## config.mk

```make
export PLATFORM = sky130hd
export DESIGN_NAME = avalon_tri_master_flat
export DESIGN_NICKNAME = d
export VERILOG_FILES = /design/src/rtl/avalon_tri_master_if.sv /design/src/rtl/avalon_tri_master.sv /design/src/flat_wrapper.sv
export SDC_FILE = /design/constraint.sdc
export NUM_CORES = 1
export LEC_CHECK = 0
export ABC_AREA = 1
export CAP_MARGIN = 40
export CORE_AREA = 10 10 129 107
export DETAILED_ROUTE_END_ITERATION = 12
export DIE_AREA = 0 0 139 117
export DONT_BUFFER_PORTS = 1
export MAX_ROUTING_LAYER = met4
export PLACE_DENSITY = 0.77
export SKIP_LAST_GASP = 1
export SYNTH_ARGS = -nofsm -noshare
export SYNTH_HDL_FRONTEND = slang
export SYNTH_SLANG_ARGS = --single-unit
```

## constraint.sdc

```tcl
create_clock -name clk -period 1.7 [get_ports clk]
set_clock_uncertainty 0.2 [all_clocks]
set_input_delay 0.17 -clock clk [delete_from_list [all_inputs] [get_ports clk]]
set_output_delay 0.17 -clock clk [all_outputs]
set_load 0.05 [all_outputs]
```

## src/rtl/avalon_tri_master_if.sv

```systemverilog
// avalon_tri_master_if
//   Avalon-MM bus between the triangle-test master and the triangle-check slave.
//   avm_address[1:0]    master -> slave  word address (0/1/2 operands, 3 result)
//   avm_read            master -> slave  read strobe
//   avm_write           master -> slave  write strobe
//   avm_writedata[31:0] master -> slave  write data
//   avm_waitrequest     slave -> master  stall; a strobe is accepted on an edge where this is low
//   avm_readdata[31:0]  slave -> master  read data (bit 0 is the triangle result)
interface avalon_tri_master_if;
  logic [1:0]  avm_address;
  logic        avm_read;
  logic        avm_write;
  logic [31:0] avm_writedata;
  logic        avm_waitrequest;
  logic [31:0] avm_readdata;

  modport master (
    output avm_address, avm_read, avm_write, avm_writedata,
    input  avm_waitrequest, avm_readdata
  );

  modport slave (
    input  avm_address, avm_read, avm_write, avm_writedata,
    output avm_waitrequest, avm_readdata
  );
endinterface

```

## src/rtl/avalon_tri_master.sv

```systemverilog
// avalon_tri_master
//   Avalon-MM master running one triangle test: on an accepted start it latches
//   a/b/c, writes them to word addresses 0/1/2 (one idle gap cycle after each
//   write), reads address 3 and returns bit 0 as is_tri.
//
//   Parameters
//     READ_LATENCY   0: readdata sampled on the read accept edge
//                    1: readdata sampled one edge after accept (registered slave)
//     TIMEOUT_CYCLES stalled cycles that abort a transfer (1..255), timeout build only
//
//   Ports
//     clk, reset_n   clock (rising edge), asynchronous active-low reset
//     start          request pulse, only honoured in IDLE
//     a, b, c        32-bit operands, captured with start
//     busy           high from the accept edge of start through the done cycle
//     done           one-cycle completion pulse
//     is_tri         result bit, held until the next done
//     error          last operation timed out, held until the next accepted start
//     avm            Avalon-MM master modport
//
//   Optional feature: define TRI_MASTER_TIMEOUT_EN to add the waitrequest
//   timeout. Without it the master waits forever and error stays 0.
//
//   All bus and status outputs are flops loaded from the next state, so the
//   strobes appear in the cycle after the deciding edge and drop at once on reset.
module avalon_tri_master #(
  parameter int READ_LATENCY   = 1,
  parameter int TIMEOUT_CYCLES = 16
) (
  input  logic                       clk,
  input  logic                       reset_n,
  input  logic                       start,
  input  logic [31:0]                a,
  input  logic [31:0]                b,
  input  logic [31:0]                c,
  output logic                       busy,
  output logic                       done,
  output logic                       is_tri,
  output logic                       error,
  avalon_tri_master_if.master        avm
);

  typedef enum logic [3:0] {
    IDLE, WR_A, GAP_A, WR_B, GAP_B, WR_C, GAP_C, RD_R, CAP, FIN
  } state_e;

  state_e      state_q, state_d;
  logic [31:0] a_q, a_d, b_q, b_d, c_q, c_d;
  logic        busy_q, busy_d, done_q, done_d;
  logic        is_tri_q, is_tri_d, error_q, error_d;
  logic        read_q, read_d, write_q, write_d;
  logic [1:0]  address_q, address_d;
  logic [31:0] wdata_q, wdata_d;

  logic start_ok_s;
  logic stall_s;
  logic accept_s;
  logic timeout_s;
  logic unused_s;

  assign start_ok_s = (state_q == IDLE) && start;
  assign stall_s    = (read_q | write_q) & avm.avm_waitrequest;
  assign accept_s   = (read_q | write_q) & ~avm.avm_waitrequest;

  // Only bit 0 of the result register carries information.
  assign unused_s   = ^{avm.avm_readdata[31:1], 8'(TIMEOUT_CYCLES)};

`ifdef TRI_MASTER_TIMEOUT_EN
  localparam logic [7:0] TMO_LIMIT = 8'(TIMEOUT_CYCLES);

  logic [7:0] tmo_cnt_q, tmo_cnt_d;

  assign timeout_s = stall_s && ((tmo_cnt_q + 8'd1) == TMO_LIMIT);

  // Consecutive-stall counter; any cycle without a stalled strobe clears it.
  always_comb begin
    if (stall_s && !timeout_s) begin
      tmo_cnt_d = tmo_cnt_q + 8'd1;
    end else begin
      tmo_cnt_d = 8'd0;
    end
  end

  // Stall counter register.
  always_ff @(posedge clk or negedge reset_n) begin
    if (!reset_n) begin
      tmo_cnt_q <= 8'd0;
    end else begin
      tmo_cnt_q <= tmo_cnt_d;
    end
  end
`else
  assign timeout_s = 1'b0;
`endif

  // State and output registers.
  always_ff @(posedge clk or negedge reset_n) begin
    if (!reset_n) begin
      state_q   <= IDLE;
      a_q       <= 32'd0;
      b_q       <= 32'd0;
      c_q       <= 32'd0;
      busy_q    <= 1'b0;
      done_q    <= 1'b0;
      is_tri_q  <= 1'b0;
      error_q   <= 1'b0;
      read_q    <= 1'b0;
      write_q   <= 1'b0;
      address_q <= 2'd0;
      wdata_q   <= 32'd0;
    end else begin
      state_q   <= state_d;
      a_q       <= a_d;
      b_q       <= b_d;
      c_q       <= c_d;
      busy_q    <= busy_d;
      done_q    <= done_d;
      is_tri_q  <= is_tri_d;
      error_q   <= error_d;
      read_q    <= read_d;
      write_q   <= write_d;
      address_q <= address_d;
      wdata_q   <= wdata_d;
    end
  end

  // Next-state logic; a timeout in any strobe state jumps straight to FIN.
  always_comb begin
    state_d = state_q;
    case (state_q)
      IDLE: begin
        if (start) state_d = WR_A;
        else       state_d = IDLE;
      end
      WR_A: begin
        if (timeout_s)     state_d = FIN;
        else if (accept_s) state_d = GAP_A;
        else               state_d = WR_A;
      end
      GAP_A: state_d = WR_B;
      WR_B: begin
        if (timeout_s)     state_d = FIN;
        else if (accept_s) state_d = GAP_B;
        else               state_d = WR_B;
      end
      GAP_B: state_d = WR_C;
      WR_C: begin
        if (timeout_s)     state_d = FIN;
        else if (accept_s) state_d = GAP_C;
        else               state_d = WR_C;
      end
      GAP_C: state_d = RD_R;
      RD_R: begin
        if (timeout_s)                      state_d = FIN;
        else if (accept_s && (READ_LATENCY == 0)) state_d = FIN;
        else if (accept_s)                  state_d = CAP;
        else                                state_d = RD_R;
      end
      CAP:     state_d = FIN;
      FIN:     state_d = IDLE;
      default: state_d = IDLE;
    endcase
  end

  // Operand capture on an accepted start.
  always_comb begin
    if (start_ok_s) begin
      a_d = a;
      b_d = b;
      c_d = c;
    end else begin
      a_d = a_q;
      b_d = b_q;
      c_d = c_q;
    end
  end

  // Output decode from the next state, plus result/error capture.
  always_comb begin
    read_d    = 1'b0;
    write_d   = 1'b0;
    address_d = 2'd0;
    wdata_d   = 32'd0;
    case (state_d)
      WR_A: begin
        write_d   = 1'b1;
        address_d = 2'd0;
        wdata_d   = a_d;
      end
      WR_B: begin
        write_d   = 1'b1;
        address_d = 2'd1;
        wdata_d   = b_d;
      end
      WR_C: begin
        write_d   = 1'b1;
        address_d = 2'd2;
        wdata_d   = c_d;
      end
      RD_R: begin
        read_d    = 1'b1;
        address_d = 2'd3;
      end
      default: begin
        read_d    = 1'b0;
        write_d   = 1'b0;
        address_d = 2'd0;
        wdata_d   = 32'd0;
      end
    endcase

    busy_d = (state_d != IDLE);
    done_d = (state_d == FIN);

    // Result lands on the same edge that enters FIN, so it rises with done.
    if (timeout_s) begin
      is_tri_d = 1'b0;
    end else if ((READ_LATENCY == 0) && (state_q == RD_R) && accept_s) begin
      is_tri_d = avm.avm_readdata[0];
    end else if ((READ_LATENCY != 0) && (state_q == CAP)) begin
      is_tri_d = avm.avm_readdata[0];
    end else begin
      is_tri_d = is_tri_q;
    end

    if (start_ok_s) begin
      error_d = 1'b0;
    end else if (timeout_s) begin
      error_d = 1'b1;
    end else begin
      error_d = error_q;
    end
  end

  assign busy              = busy_q;
  assign done              = done_q;
  assign is_tri            = is_tri_q;
  assign error             = error_q;
  assign avm.avm_read      = read_q;
  assign avm.avm_write     = write_q;
  assign avm.avm_address   = address_q;
  assign avm.avm_writedata = wdata_q;

endmodule

```

## src/flat_wrapper.sv

```systemverilog
// flat-port wrapper written by rule: the top's interface ports become plain ports
module avalon_tri_master_flat 
#(
  parameter int READ_LATENCY   = 1,
  parameter int TIMEOUT_CYCLES = 16
)
  (clk, reset_n, start, a, b, c, busy, done, is_tri, error, avm_avm_address, avm_avm_read, avm_avm_write, avm_avm_writedata, avm_avm_waitrequest, avm_avm_readdata);
  avalon_tri_master_if avm_i ();
  input  logic clk;
  input  logic reset_n;
  input  logic start;
  input  logic [31:0] a;
  input  logic [31:0] b;
  input  logic [31:0] c;
  output logic busy;
  output logic done;
  output logic is_tri;
  output logic error;
  output wire logic [$bits(avm_i.avm_address)-1:0] avm_avm_address;
  output wire logic [$bits(avm_i.avm_read)-1:0] avm_avm_read;
  output wire logic [$bits(avm_i.avm_write)-1:0] avm_avm_write;
  output wire logic [$bits(avm_i.avm_writedata)-1:0] avm_avm_writedata;
  input wire logic [$bits(avm_i.avm_waitrequest)-1:0] avm_avm_waitrequest;
  input wire logic [$bits(avm_i.avm_readdata)-1:0] avm_avm_readdata;
  assign avm_avm_address = avm_i.avm_address;
  assign avm_avm_read = avm_i.avm_read;
  assign avm_avm_write = avm_i.avm_write;
  assign avm_avm_writedata = avm_i.avm_writedata;
  assign avm_i.avm_waitrequest = avm_avm_waitrequest;
  assign avm_i.avm_readdata = avm_avm_readdata;
  avalon_tri_master #(.READ_LATENCY(READ_LATENCY), .TIMEOUT_CYCLES(TIMEOUT_CYCLES)) u_core (.clk(clk), .reset_n(reset_n), .start(start), .a(a), .b(b), .c(c), .busy(busy), .done(done), .is_tri(is_tri), .error(error), .avm(avm_i));
endmodule
```

==> run metrics <==
root buf cell clkbuf_16; final instance area around 8900 µm²; cell mode on critical path buf_12; Ports 172; crit-path cells nor2_4 > nand3_4 > buf_12 > buf_12 > o21ai_1 > nand4_1 > nand3_1; Worst Max-Slew Pin Slew 0.519 ns; register-to-register setup slack -0.47 ns; largest net degree at the start of global routing 140; I/O Buffers 0; Reg clk slew, reported paths 0.07 ns; CTS sink count 139; die extent in y about 120 µm; CTS tree built; Die Footprint 16300 µm²; Total Nets Final 954; peak supply drop about 0.0013 V; Avg Inst Size Synth 8.98 µm²; Multi-input gate area 2120 µm²; Max Slew Vio Count 0; layout cell share with drive strength beyond 1 21.9%; worst hold-check path type primary input to asynchronous set/reset pin; initial antenna violation count 0; status complete, but fails checks; final wirelength 24.6 mm; initial core utilization 53.6%; row cnt 35; # hold bufs at CTS 99; slowest stage cell, crit path dfrtp_2; Post-DRT Antenna Nets 0; fill count 583; placed cells about 820; mean routed wirelength per cell roughly 25 µm; core area around 11000 µm²; R2R depth 7; Die Wd approximately 140 µm; Worst-Skew Late Latency 0.42 ns; final setup margin -0.467 ns; RSZ-0062 raised after global routing true; Largest delay share family, worst path simple AND/OR/NAND/NOR gates; post-DP HPWL between 10 and 15 mm; # setup viols final approximately 90; critical path's largest stage delay 0.45 ns; pwr dens roughly 2400 nW/µm²; Synth Cell Area 6050 µm²; DR vias/cell 6.32; Syn Inst Count 674; Startpoint Class flip-flop; Worst Path Max Fanout 28; failing checks negative hold slack, negative setup slack; period utilization 127%; drt drc 0; final hold slack -0.758 ns; worst path bufs/invs 2; Final Power 21.4 mW; crit path time final 2.17 ns; Routability Congestion 0.879; grt ovf 0; Synth cell types 21; Initial DRC Count 1104; Max Fclk 461 MHz; Yosys reg bits 139; placed standard-cell area 6490 µm²; Synth Net Count 806; setup_tns -16.67 ns; CTS buffer count 17; Area growth syn-to-layout 46.5%; FF-to-FF End u_core.avm.avm_writedata[31]; clock buffer depth 2; total number of vias 6223; dpl ws -0.284 ns; Reg area around 3500 µm²; Worst R2R Start u_core.state_q[0]; first-pass GRT wire length between 30 and 40 mm; crit path DAT 2.32 ns; Max-cap violations 0; GRT Resource Usage Total ~24%; static leakage 4.44 nW; H-tree Lvls 4; router iterations before antenna repair 6; Seq/Total Area, Yosys a little under three fifths; Fin. Hold Viols 139; nature of the critical path endpoint flip-flop; non-filler instance count after layout 985; Slew Limit Headroom roughly 65%; yosys warns 0; number of global-route vias before repair 5621; WP data required 1.85 ns; kind of critical path flip-flop to flip-flop
area by class of cell:
type	instances	share of cell area (%)
flip-flops and latches	139	39.3
multi-input cells	374	23.9
repair buffers	181	22.6
inverters	109	4.84
clock buffers	17	4.80
clock inverters	15	2.43
well taps	148	2.09
diodes	2	0.0564
layer usage:
metal	GRT usage, %	up-vias	share of wire [%]
met4	9.99	0	6.3
met1	30.7	2874	38
met3	6.45	171	12
li1	-	2541	-
met5	-	-	0
met2	37.4	637	44
how the worst max path moves through the flow:
| stage | endpoint | depth (start not counted) | slack (ns) | start |
|---|---|---|---|---|
| final | u_core.avm.avm_writedata[31] | 7 | -0.47 | u_core.state_q[0] |
| after global routing | u_core.avm.avm_writedata[23] | 9 | -0.46 | u_core.state_q[3] |
| after CTS | u_core.avm.avm_writedata[30] | 7 | -0.19 | u_core.state_q[3] |
| after detailed placement | u_core.avm.avm_writedata[19] | 7 | -0.28 | u_core.state_q[1] |
| after global placement | u_core.avm.avm_writedata[18] | 7 | -0.18 | u_core.state_q[1] |
| after floorplan | u_core.avm.avm_writedata[1] | 10 | -0.13 | u_core.avm.avm_write |
flip-flops by register name, summed over array words and instances (netlist names):
signal	count
u_core.is_tri	1
u_core.avm.avm_writedata	32
u_core.avm.avm_read	1
u_core.busy	1
u_core.c_q	32
u_core.avm.avm_address	2
u_core.avm.avm_write	1
u_core.b_q	32
u_core.done	1
u_core.a_q	32
u_core.state_q	4
what timing repair did:
item,CTS,global route
pin swaps,11,31
endpoints found under the hold margin,270,139
endpoints found under the setup margin,68,126
setup buffers,8,12
gates cloned,1,9
gates resized for setup,64,95
cells by family after synthesis:
group	synth area share (%)
AOI/OAI and AO/OA	8.31
buffers and inverters	11.8
DFF	57.4
other	0.0619
and+or+nand+nor	22.4
worst reg2reg max path: stages, from the launching register on:
cell and delay (ns):
dfrtp_2 0.45, nor2_4 0.23, nand3_4 0.18, buf_12 0.20, buf_12 0.17, o21ai_1 0.30, nand4_1 0.21, nand3_1 0.16
synth_stat cells, drive strengths merged:
cell type / instances / area (µm²)
a21oi: 2 / 17.5
buf: 43 / 270
clkbuf: 9 / 36.3
conb: 1 / 3.75
dfrtp: 139 / 3480
inv: 109 / 409
nand2: 120 / 460
nand3: 38 / 195
nand4: 97 / 607
nor2: 19 / 91.3
o21ai: 97 / 485
per-stage QoR:
step / hold slack (ns) / util [%]
2_1_floorplan: -0.326 / -
3_3_place_gp: -0.321 / 57.5
3_5_place_dp: -0.321 / 57.5
4_1_cts: -0.763 / 73.9
5_1_grt: -0.765 / 78.5
6_report: -0.758 / 78.5
layout by cell type, fill, tap and decap left out, drive strengths merged:
| cell | instances |
|---|---|
| a21oi | 2 |
| clkbuf | 23 |
| inv | 120 |
| nand2 | 120 |
| bufinv | 3 |
| o21ai | 97 |
| dlygate4sd3 | 99 |
| nor2 | 19 |
| clkinv | 1 |
| diode | 2 |
| nand4 | 97 |
| dfrtp | 139 |
| conb | 1 |
| buf | 76 |
| nand3 | 38 |
power by group:
part / leakage (nW) / internal [mW] / switching [mW]
clock: 0.316 / 2.40 / 1.66
sequential: 1.75 / 4.75 / 1.54
combinational: 2.37 / 4.46 / 6.59
No activity file was read; power rests on OpenSTA's default activity.
